## config.mk

```make
export PLATFORM = sky130hd
export DESIGN_NAME = instr_fetch_unit_flat
export DESIGN_NICKNAME = d
export VERILOG_FILES = /design/src/rtl/instr_fetch_unit_if.sv /design/src/rtl/instr_fetch_unit.sv /design/src/flat_wrapper.sv
export SDC_FILE = /design/constraint.sdc
export NUM_CORES = 1
export LEC_CHECK = 0
export CAP_MARGIN = 20
export CELL_PAD_IN_SITES_DETAIL_PLACEMENT = 1
export CELL_PAD_IN_SITES_GLOBAL_PLACEMENT = 2
export CORE_MARGIN = 3
export CORE_UTILIZATION = 34
export DETAILED_ROUTE_END_ITERATION = 7
export PLACE_DENSITY_LB_ADDON = 0.1
export SLEW_MARGIN = 20
export SYNTH_ARGS = -nofsm -noshare
export SYNTH_HDL_FRONTEND = slang
export SYNTH_SLANG_ARGS = --single-unit
```

## constraint.sdc

```tcl
create_clock -name clk -period 4.05 [get_ports clk]
set_input_delay 0.405 -clock clk [delete_from_list [all_inputs] [get_ports clk]]
set_output_delay 0.405 -clock clk [all_outputs]
set_load 0.02 [all_outputs]
```

## src/rtl/instr_fetch_unit_if.sv

```systemverilog
// instr_fetch_unit_if: instruction memory request/response channel.
// master = fetch unit, slave = instruction memory.
// With FETCH_ERR_EN defined the response also carries mem_rsp_err.
interface instr_fetch_unit_if #(
    parameter int unsigned INSTR_ADDR_WIDTH = 32,
    parameter int unsigned INSTR_WIDTH      = 32
);
    logic                        mem_req_valid;
    logic                        mem_req_ready;
    logic [INSTR_ADDR_WIDTH-1:0] mem_req_addr;
    logic                        mem_rsp_valid;
    logic [INSTR_WIDTH-1:0]      mem_rsp_data;
`ifdef FETCH_ERR_EN
    logic                        mem_rsp_err;
`endif

    modport master (
        output mem_req_valid,
        output mem_req_addr,
        input  mem_req_ready,
        input  mem_rsp_valid,
`ifdef FETCH_ERR_EN
        input  mem_rsp_err,
`endif
        input  mem_rsp_data
    );

    modport slave (
        input  mem_req_valid,
        input  mem_req_addr,
        output mem_req_ready,
        output mem_rsp_valid,
`ifdef FETCH_ERR_EN
        output mem_rsp_err,
`endif
        output mem_rsp_data
    );
endinterface

```

## src/rtl/instr_fetch_unit.sv

```systemverilog
// instr_fetch_unit: takes one address at a time from the PC, issues it to
// instruction memory (one outstanding request), buffers {addr, instr} in a
// small FIFO and presents entries to decode. flush discards buffered and
// in-flight instructions.
// Optional macro FETCH_ERR_EN: per-entry response error bit (instr_err_out).
module instr_fetch_unit #(
    parameter int unsigned INSTR_ADDR_WIDTH = 32,
    parameter int unsigned INSTR_WIDTH      = 32,
    parameter int unsigned FIFO_DEPTH       = 4
) (
    input  logic                          clk,
    input  logic                          async_rst_n,
    input  logic                          clk_en,
    input  logic [INSTR_ADDR_WIDTH-1:0]   pc_addr_in,
    input  logic                          pc_valid_in,
    output logic                          stall_out,
    input  logic                          flush,
    instr_fetch_unit_if.master            mem,
    output logic                          instr_valid_out,
    input  logic                          instr_ready_in,
    output logic [INSTR_WIDTH-1:0]        instr_out,
    output logic [INSTR_ADDR_WIDTH-1:0]   instr_addr_out,
    output logic [$clog2(FIFO_DEPTH):0]   fifo_count
`ifdef FETCH_ERR_EN
    ,
    output logic                          instr_err_out
`endif
);
    localparam int unsigned PTR_W = $clog2(FIFO_DEPTH);
    localparam int unsigned CNT_W = PTR_W + 1;

    typedef enum logic [1:0] {
        IDLE = 2'd0,
        REQ  = 2'd1,
        WAIT = 2'd2
    } state_t;

    state_t                      state;
    logic                        discard;
    logic                        req_valid_q;
    logic [INSTR_ADDR_WIDTH-1:0] req_addr_q;

    logic [INSTR_ADDR_WIDTH-1:0] addr_mem [FIFO_DEPTH];
    logic [INSTR_WIDTH-1:0]      data_mem [FIFO_DEPTH];
`ifdef FETCH_ERR_EN
    logic                        err_mem  [FIFO_DEPTH];
`endif

    logic [CNT_W-1:0] wr_ptr;
    logic [CNT_W-1:0] rd_ptr;
    logic [PTR_W-1:0] wr_idx;
    logic [PTR_W-1:0] rd_idx;
    logic [CNT_W-1:0] count;
    logic [CNT_W-1:0] count_after_pop;
    logic             pop;
    logic             push;
    logic             space;
    logic             stall;
    logic             accept;

    // Occupancy, handshakes and the PC stall; space counts a same-cycle pop
    always_comb begin
        wr_idx          = wr_ptr[PTR_W-1:0];
        rd_idx          = rd_ptr[PTR_W-1:0];
        count           = wr_ptr - rd_ptr;
        pop             = clk_en && (count != '0) && instr_ready_in;
        count_after_pop = count - CNT_W'(pop);
        space           = count_after_pop < CNT_W'(FIFO_DEPTH);
        stall           = !((state == IDLE) && space) || flush;
        accept          = clk_en && (state == IDLE) && pc_valid_in && !stall;
        push            = clk_en && (state == WAIT) && mem.mem_rsp_valid
                          && !discard && !flush;
    end

    assign stall_out         = stall;
    assign fifo_count        = count;
    assign instr_valid_out   = (count != '0);
    assign instr_out         = data_mem[rd_idx];
    assign instr_addr_out    = addr_mem[rd_idx];
    assign mem.mem_req_valid = req_valid_q;
    assign mem.mem_req_addr  = req_addr_q;
`ifdef FETCH_ERR_EN
    assign instr_err_out     = (count != '0) && err_mem[rd_idx];
`endif

    // Request FSM: IDLE -> REQ on accept, REQ -> WAIT on ready, WAIT -> IDLE on response
    always_ff @(posedge clk or negedge async_rst_n) begin
        if (!async_rst_n) begin
            state       <= IDLE;
            discard     <= 1'b0;
            req_valid_q <= 1'b0;
            req_addr_q  <= '0;
        end else if (clk_en) begin
            case (state)
                IDLE: begin
                    if (accept) begin
                        req_addr_q  <= pc_addr_in;
                        req_valid_q <= 1'b1;
                        state       <= REQ;
                    end
                end
                REQ: begin
                    // valid is never retracted; a flush only marks the reply for dropping
                    if (flush) begin
                        discard <= 1'b1;
                    end
                    if (mem.mem_req_ready) begin
                        req_valid_q <= 1'b0;
                        state       <= WAIT;
                    end
                end
                WAIT: begin
                    // a response completes the transaction, so discard never outlives it
                    if (mem.mem_rsp_valid) begin
                        discard <= 1'b0;
                        state   <= IDLE;
                    end else if (flush) begin
                        discard <= 1'b1;
                    end
                end
                default: state <= IDLE;
            endcase
        end
    end

    // Instruction buffer: flush empties it and overrides a same-cycle push/pop
    always_ff @(posedge clk or negedge async_rst_n) begin
        if (!async_rst_n) begin
            wr_ptr <= '0;
            rd_ptr <= '0;
            for (int unsigned i = 0; i < FIFO_DEPTH; i++) begin
                addr_mem[PTR_W'(i)] <= '0;
                data_mem[PTR_W'(i)] <= '0;
`ifdef FETCH_ERR_EN
                err_mem[PTR_W'(i)]  <= 1'b0;
`endif
            end
        end else if (clk_en) begin
            if (flush) begin
                rd_ptr <= wr_ptr;
            end else begin
                if (push) begin
                    addr_mem[wr_idx] <= req_addr_q;
                    data_mem[wr_idx] <= mem.mem_rsp_data;
`ifdef FETCH_ERR_EN
                    err_mem[wr_idx]  <= mem.mem_rsp_err;
`endif
                    wr_ptr <= wr_ptr + CNT_W'(1);
                end
                if (pop) begin
                    rd_ptr <= rd_ptr + CNT_W'(1);
                end
            end
        end
    end
endmodule

```

## src/flat_wrapper.sv

```systemverilog
// flat-port wrapper written by rule: the top's interface ports become plain ports
module instr_fetch_unit_flat 
#(
    parameter int unsigned INSTR_ADDR_WIDTH = 32,
    parameter int unsigned INSTR_WIDTH      = 32,
    parameter int unsigned FIFO_DEPTH       = 4
)
  (clk, async_rst_n, clk_en, pc_addr_in, pc_valid_in, stall_out, flush, instr_valid_out, instr_ready_in, instr_out, instr_addr_out, fifo_count, mem_mem_req_valid, mem_mem_req_addr, mem_mem_req_ready, mem_mem_rsp_valid, mem_mem_rsp_data);
  instr_fetch_unit_if #(.INSTR_ADDR_WIDTH(INSTR_ADDR_WIDTH), .INSTR_WIDTH(INSTR_WIDTH)) mem_i ();
  input  logic clk;
  input  logic async_rst_n;
  input  logic clk_en;
  input  logic [INSTR_ADDR_WIDTH-1:0] pc_addr_in;
  input  logic pc_valid_in;
  output logic stall_out;
  input  logic flush;
  output logic instr_valid_out;
  input  logic instr_ready_in;
  output logic [INSTR_WIDTH-1:0] instr_out;
  output logic [INSTR_ADDR_WIDTH-1:0] instr_addr_out;
  output logic [$clog2(FIFO_DEPTH):0] fifo_count;
  output wire logic [$bits(mem_i.mem_req_valid)-1:0] mem_mem_req_valid;
  output wire logic [$bits(mem_i.mem_req_addr)-1:0] mem_mem_req_addr;
  input wire logic [$bits(mem_i.mem_req_ready)-1:0] mem_mem_req_ready;
  input wire logic [$bits(mem_i.mem_rsp_valid)-1:0] mem_mem_rsp_valid;
  input wire logic [$bits(mem_i.mem_rsp_data)-1:0] mem_mem_rsp_data;
  assign mem_mem_req_valid = mem_i.mem_req_valid;
  assign mem_mem_req_addr = mem_i.mem_req_addr;
  assign mem_i.mem_req_ready = mem_mem_req_ready;
  assign mem_i.mem_rsp_valid = mem_mem_rsp_valid;
  assign mem_i.mem_rsp_data = mem_mem_rsp_data;
  instr_fetch_unit #(.INSTR_ADDR_WIDTH(INSTR_ADDR_WIDTH), .INSTR_WIDTH(INSTR_WIDTH), .FIFO_DEPTH(FIFO_DEPTH)) u_core (.clk(clk), .async_rst_n(async_rst_n), .clk_en(clk_en), .pc_addr_in(pc_addr_in), .pc_valid_in(pc_valid_in), .stall_out(stall_out), .flush(flush), .mem(mem_i), .instr_valid_out(instr_valid_out), .instr_ready_in(instr_ready_in), .instr_out(instr_out), .instr_addr_out(instr_addr_out), .fifo_count(fifo_count));
endmodule
```

# --- Yosys cells after proc, flatten, opt, wreduce, memory -nomap -nowiden ---
# Cells that the tools add are included.
totals:
  reg_bits: 298
classes:
  add_sub_neg: 4
  order_cmp: 4
  eq_ne: 5
  n_mux: 22
  n_bitwise: 3
  reduce_logical: 27
op_table:
  columns: ["op", "count"]
  rows:
  - ["128-bit bitwise mux", 2]
  - ["32-bit 2-to-1 mux", 5]
  - ["32-bit binary-select mux with 2-bit select", 2]
  - ["32-bit demux with 2-bit select", 1]
  - ["1-bit logical AND", 11]
  - ["4-bit AND reduction", 2]
  - ["3-bit by 1-bit adder with 3-bit output, second input constant", 2]
  - ["3-bit >= comparator, second input constant", 2]
  - ["2-bit 2-to-1 mux", 3]
  - ["3-bit 2-to-1 mux", 2]
  - ["2-bit NOT with 3-bit output", 2]
  - ["2-bit case mux with 3 select lines", 1]
  - ["3-bit AND reduction", 2]
  - ["2-bit nonzero test", 3]
  - ["1-bit logical NOT", 4]
  - ["1-bit 2-to-1 mux", 4]
  - ["2-bit != test, second input constant", 2]
  - ["1-bit case mux with 2 select lines", 2]
  - ["2-bit AND reduction", 2]
  - ["3-bit by 1-bit < comparator with 1-bit output, second input constant", 1]
  - ["3-bit < comparator, second input constant", 1]
  - ["3-bit nonzero test", 1]
  - ["3-bit by 1-bit subtractor with 3-bit output", 1]
  - ["3-bit subtractor", 1]
  - ["6 further kinds", 6]

# --- Logic depth before layout (Yosys ltp) ---
logic_depth:
  ltp_word: 13
  depth_mapped: 9
  depth_no_buf: 7

# --- Worst setup path after synthesis ---
# Ideal clock, no wire load.
synth_path:
  path_kind: "reg-to-reg"
  from: "register u_core.wr_ptr[0]"
  to: "register u_core.req_addr_q[24], in the netlist u_core.mem.mem_req_addr[24]"
  setup_time_ns: 0.125
  arrival_time_ns: 2.211
  t_required_ns: 3.925
  slack_ns: 1.714
  path_stages_with_launch: 9
  n_path_buf: 2
  cell_sequence: "dfrtp_1 inv_1 ha_1 fa_1 and4_1 o2111a_1 buf_6 buf_8 mux2_4"
synth_between:
  elab_chain_cells: 12
synth_lines:
  columns: ["element", "line", "source"]
  rows:
  - ["start, declared", "instr_fetch_unit.sv:49", "logic [CNT_W-1:0] wr_ptr;"]
  - ["start signal, assigned", "instr_fetch_unit.sv:148", "wr_ptr <= wr_ptr + CNT_W'(1);"]
  - ["3-bit subtractor *", "instr_fetch_unit.sv:65", "count = wr_ptr - rd_ptr;"]
  - ["3-bit nonzero test", "instr_fetch_unit.sv:66", "pop = clk_en && (count != '0) && instr_ready_in;"]
  - ["1-bit logical AND (2 in a row)", "instr_fetch_unit.sv:66", null]
  - ["3-bit by 1-bit subtractor with 3-bit output *", "instr_fetch_unit.sv:67", "count_after_pop = count - CNT_W'(pop);"]
  - ["3-bit < comparator *", "instr_fetch_unit.sv:68", "space = count_after_pop < CNT_W'(FIFO_DEPTH);"]
  - ["1-bit logical AND *", "instr_fetch_unit.sv:69", "stall = !((state == IDLE) && space) || flush;"]
  - ["1-bit logical NOT *", "instr_fetch_unit.sv:69", null]
  - ["1-bit logical OR *", "instr_fetch_unit.sv:69", null]
  - ["1-bit logical NOT *", "instr_fetch_unit.sv:70", "accept = clk_en && (state == IDLE) && pc_valid_in && !stall;"]
  - ["1-bit logical AND *", "instr_fetch_unit.sv:70", null]
  - ["3-bit AND reduction (no source line) *", null, null]
  - ["end signal, assigned", "instr_fetch_unit.sv:97", "req_addr_q <= pc_addr_in;"]
  - ["end, declared", "instr_fetch_unit.sv:41", "logic [INSTR_ADDR_WIDTH-1:0] req_addr_q;"]
# Mark *: on every way between the ends. The rest lies on a longest branch, timed or not.
# A chain may end at the register's enable or synchronous reset.

# --- Final worst setup path ---
layout_path:
  from: "register u_core.rd_ptr[1]"
  to: "output port instr_addr_out[25]"
layout_between:
  elab_chain_cells: 4
layout_lines:
  columns: ["element", "line", "source"]
  rows:
  - ["start, declared", "instr_fetch_unit.sv:50", "logic [CNT_W-1:0] rd_ptr;"]
  - ["start signal, assigned", "instr_fetch_unit.sv:140", "rd_ptr <= wr_ptr;"]
  - ["start signal, assigned", "instr_fetch_unit.sv:151", "rd_ptr <= rd_ptr + CNT_W'(1);"]
  - ["2-bit NOT with 3-bit output (implied by the code)", "instr_fetch_unit.sv:79", "assign instr_addr_out = addr_mem[rd_idx];"]
  - ["32-bit binary-select mux with 2-bit select", "instr_fetch_unit.sv:79", null]
  - ["32-bit 2-to-1 mux (implied by the code) (2 in a row)", "instr_fetch_unit.sv:79", null]
  - ["end, declared", "flat_wrapper.sv:20", "output logic [INSTR_ADDR_WIDTH-1:0] instr_addr_out;"]
# No other way between the ends. The select of a mux whose other input is x is not followed.

==> impl_metrics.py <==
metrics = {
    "cells_and_area": {
        "final_area_um2": 16500,
        "fillers": 3613,
        "drive_gt1_frac": 0.444,
        "layout.nets": 1020,
        "antennaDiodeCount": 0,
        "area_delta_synth_final_pct": 26.6,
    },
    "sta": {
        "rsz0062_at_grt": "no",
        "setup_ws_ns": 0.668,
        "slew_violations": 0,
        "period_needed_ns": 3.38,
        "setup_tns_ns": 0,
        "holdWs_ns": -0.0143,
        "fin_crit_sh": 0.835,
        "skew_ns": 0.0229,
        "setup_violations": 0,
        "max_freq_ghz": 0.296,
        "worst_pin_slew_ns": 1.00,
        "maxSlewHeadroom": 0.332,
        "hold_violations": 7,
    },
    "outcome": {
        "status": "finished, violations left",
        "violations": "hold timing",
    },
    "clocking": {
        "cts_hold_buffers": 0,
        "htreeDepth": 2,
        "clk_pin_slew_ns": 0.05,
        "post_cts_buffers": 0,
        "clock_tree.root_cell": "clkbuf_16",
        "cts-resized-gates": 0,
        "cts_buffer_depth": 3,
        "cts_sinks": 298,
        "cts_buffers": 36,
        "clk_latency_ns": 0.52,
        "cts_tree": "yes",
    },
    "yosys": {
        "ys.flop_type": "dfrtp_1",
        "netlist_area_um2": 13000,
        "yosysWarnings": 0,
        "yosysTopAreaCell": "dfrtp_1",
        "syn_nets": 840,
        "synth_cell_types": 40,
        "yosysSeqAreaShare": 0.574,
        "syn_area_per_cell_um2": 17.2,
        "ys_ff_latch": 298,
        "synth.area.top_cells": "dfrtp_1 57%, mux2_2 23%, mux4_2 11%, mux2_4 3.1%, buf_2 1.0%",
        "syn_inst": 758,
        "synth_edf_count": 0,
        "async_reset_ff_frac": 1.00,
        "synthDominantCellAreaShare": 0.574,
    },
    "floorplanning": {
        "dieArea_um2": 40600,
        "io_pins": 174,
        "core-area_um2": 37100,
        "start_util": 0.350,
        "row_count": 70,
        "die_h_um": 202,
        "die_w_um": 202,
    },
    "critical_path": {
        "r2r.worst_path.cells": 5,
        "endpoint_kind": "output port",
        "crit_start": "u_core.rd_ptr[1]$_DFFE_PN0P_",
        "crit_path_end": "instr_addr_out[25]",
        "r2r-start": "u_core.rd_ptr[1]$_DFFE_PN0P_",
        "cpMaxStageDelayCell": "dfrtp_4",
        "worstPathRequired_ns": 3.64,
        "worstSetupStartpointType": "flip-flop",
        "path_class": "reg -> out",
        "crit_path_max_fanout": 38,
        "arrival_ns": 2.98,
        "path_cells": "buf_4 > mux4_2 > clkdlybuf4s50_1",
        "rrSetupSlack_ns": 0.97,
        "worstReg2RegEnd": "u_core.mem.mem_req_addr[1]$_DFFE_PN0P_",
        "max_stage_delay_ns": 0.76,
    },
    "placed_design": {
        "placed_area_um2": 15300,
        "routabilityCongestion": 0.738,
        "hpwl_um": 20200,
        "dp_slack_ns": 0.876,
        "port_buffers": 173,
    },
    "detailed_routing": {
        "drc": 0,
        "finalWirelength_um": 32100,
        "wl_per_cell_um": 21.9,
        "drt_iter0_markers": 166,
        "ant_nets": 0,
        "vias": 7386,
        "dr.pass1.iters": 4,
        "routed_via_density": 5.03,
    },
    "power_and_ir_drop": {
        "power_density_nw_per_um2": 722,
        "total_power_mw": 11.9,
        "ir_worst_vdd_uv": 380,
        "p_leak_nw": 7.74,
    },
    "job": {
        "max_cap_violations": 0,
    },
    "grt": {
        "grt_usage": 0.159,
        "grt_antenna_before_repair": 1,
        "grt_pass1_vias": 8818,
        "grt_overflow": 0,
        "grt_max_degree": 123,
        "grt_pass1_wl_um": 51000,
    },
    "worst_hold_path": {
        "min_path_type": "in -> async",
    },
}
layout by cell type, fill, tap and decap left out, drive strengths merged, types with 2 or more instances in the layout:
| cell type | count |
|---|---|
| a21oi | 3 |
| a31oi | 3 |
| clkdlybuf4s50 | 172 |
| a221o | 3 |
| o21ai | 3 |
| clkbuf | 59 |
| dfrtp | 298 |
| nand2b | 2 |
| nand2 | 6 |
| inv | 11 |
| nor2b | 3 |
| clkinv | 3 |
| xnor2 | 2 |
| mux4 | 64 |
| a211oi | 2 |
| ha | 9 |
| mux2 | 288 |
| and4 | 2 |
| buf | 15 |
| nor2 | 2 |
routing by layer:
metal,vias to the layer above,wire length (µm),global-route usage,share of wire
met2,150,16800,0.289,0.52
li1,3191,-,-,-
met4,2,612,0.0381,0.019
met3,43,1240,0.0275,0.039
met1,4000,13500,0.198,0.42
met5,-,7,0,0.00022
power by group:
group	internal (mW)	switching (mW)	total [mW]
clock network	1.88	1.21	3.09
registers	3.93	0.764	4.69
logic	2.29	1.81	4.10
total	8.10	3.78	11.9
critical path: cells and delay by family (launching register included):
kind	cells	cell delay (ns)
flops	1	0.76
mux	1	0.44
buf+inv	2	1.23
cell families (layout without fill, tap and decap cells):
family | Yosys count | count (layout) | share of synthesized area
mux | 352 | 352 | 0.368
compound gates | 18 | 18 | 0.0102
flops | 298 | 298 | 0.574
simple gates | 23 | 23 | 0.0113
fa+ha+maj | 10 | 10 | 0.0102
buf+inv | 54 | 260 | 0.0236
xor+xnor | 3 | 3 | 0.00308
layout make-up:
type | instances | area (µm²) | share of cell area
multi-input combinational | 406 | 5260 | 0.320
inverter | 9 | 33.8 | 0.00205
tap | 504 | 631 | 0.0383
sequential | 298 | 7460 | 0.454
timing repair buffer | 187 | 1920 | 0.116
clock buffer | 59 | 1120 | 0.0680
clock inverter | 5 | 32.5 | 0.00198
registers in the layout, indices dropped and copies added, names as in the netlist:
name                      cells
u_core.mem.mem_req_addr      32
u_core.wr_ptr                 3
u_core.discard                1
u_core.state                  2
u_core.addr_mem             128
u_core.mem.mem_req_valid      1
u_core.data_mem             128
u_core.rd_ptr                 3
stage by stage:
step | cells | hold slack (ns) | util
2_1_floorplan | 758 | 0.109 | -
3_3_place_gp | 1404 | 0.481 | 0.412
3_5_place_dp | 1404 | 0.487 | 0.412
4_1_cts | 1468 | 0.0383 | 0.443
5_1_grt | 1468 | 0.0613 | 0.443
6_report | 1468 | -0.0143 | 0.443
cells in the mapped netlist, types with 2 or more instances:
master	count
nand2_2	3
a221o_1	3
nor2_1	2
mux2_2	261
buf_2	27
a21oi_1	3
a31oi_1	3
buf_4	5
nand2b_1	2
nand2_1	3
mux2_4	27
ha_1	9
and4_1	2
buf_12	2
buf_1	2
o21ai_0	3
clkbuf_1	7
inv_1	9
mux4_2	64
dfrtp_1	298
nor2b_1	3
xnor2_1	2
worst min path at each step:
| stage | startpoint | endpoint | slack, ns | depth (start not counted) |
|---|---|---|---|---|
| floorplan | async_rst_n | u_core.addr_mem[0]$_DFFE_PN0P_ | 0.11 | 0 |
| global placement | u_core.addr_mem[32]$_DFFE_PN0P_ | u_core.addr_mem[32]$_DFFE_PN0P_ | 0.48 | 1 |
| detailed placement | u_core.data_mem[38]$_DFFE_PN0P_ | u_core.data_mem[38]$_DFFE_PN0P_ | 0.49 | 1 |
| CTS | async_rst_n | u_core.data_mem[13]$_DFFE_PN0P_ | 0.04 | 1 |
| global route | async_rst_n | u_core.data_mem[13]$_DFFE_PN0P_ | 0.06 | 1 |
| finish | async_rst_n | u_core.data_mem[13]$_DFFE_PN0P_ | -0.01 | 1 |
Note: power is estimated with default switching activity, not from simulation.
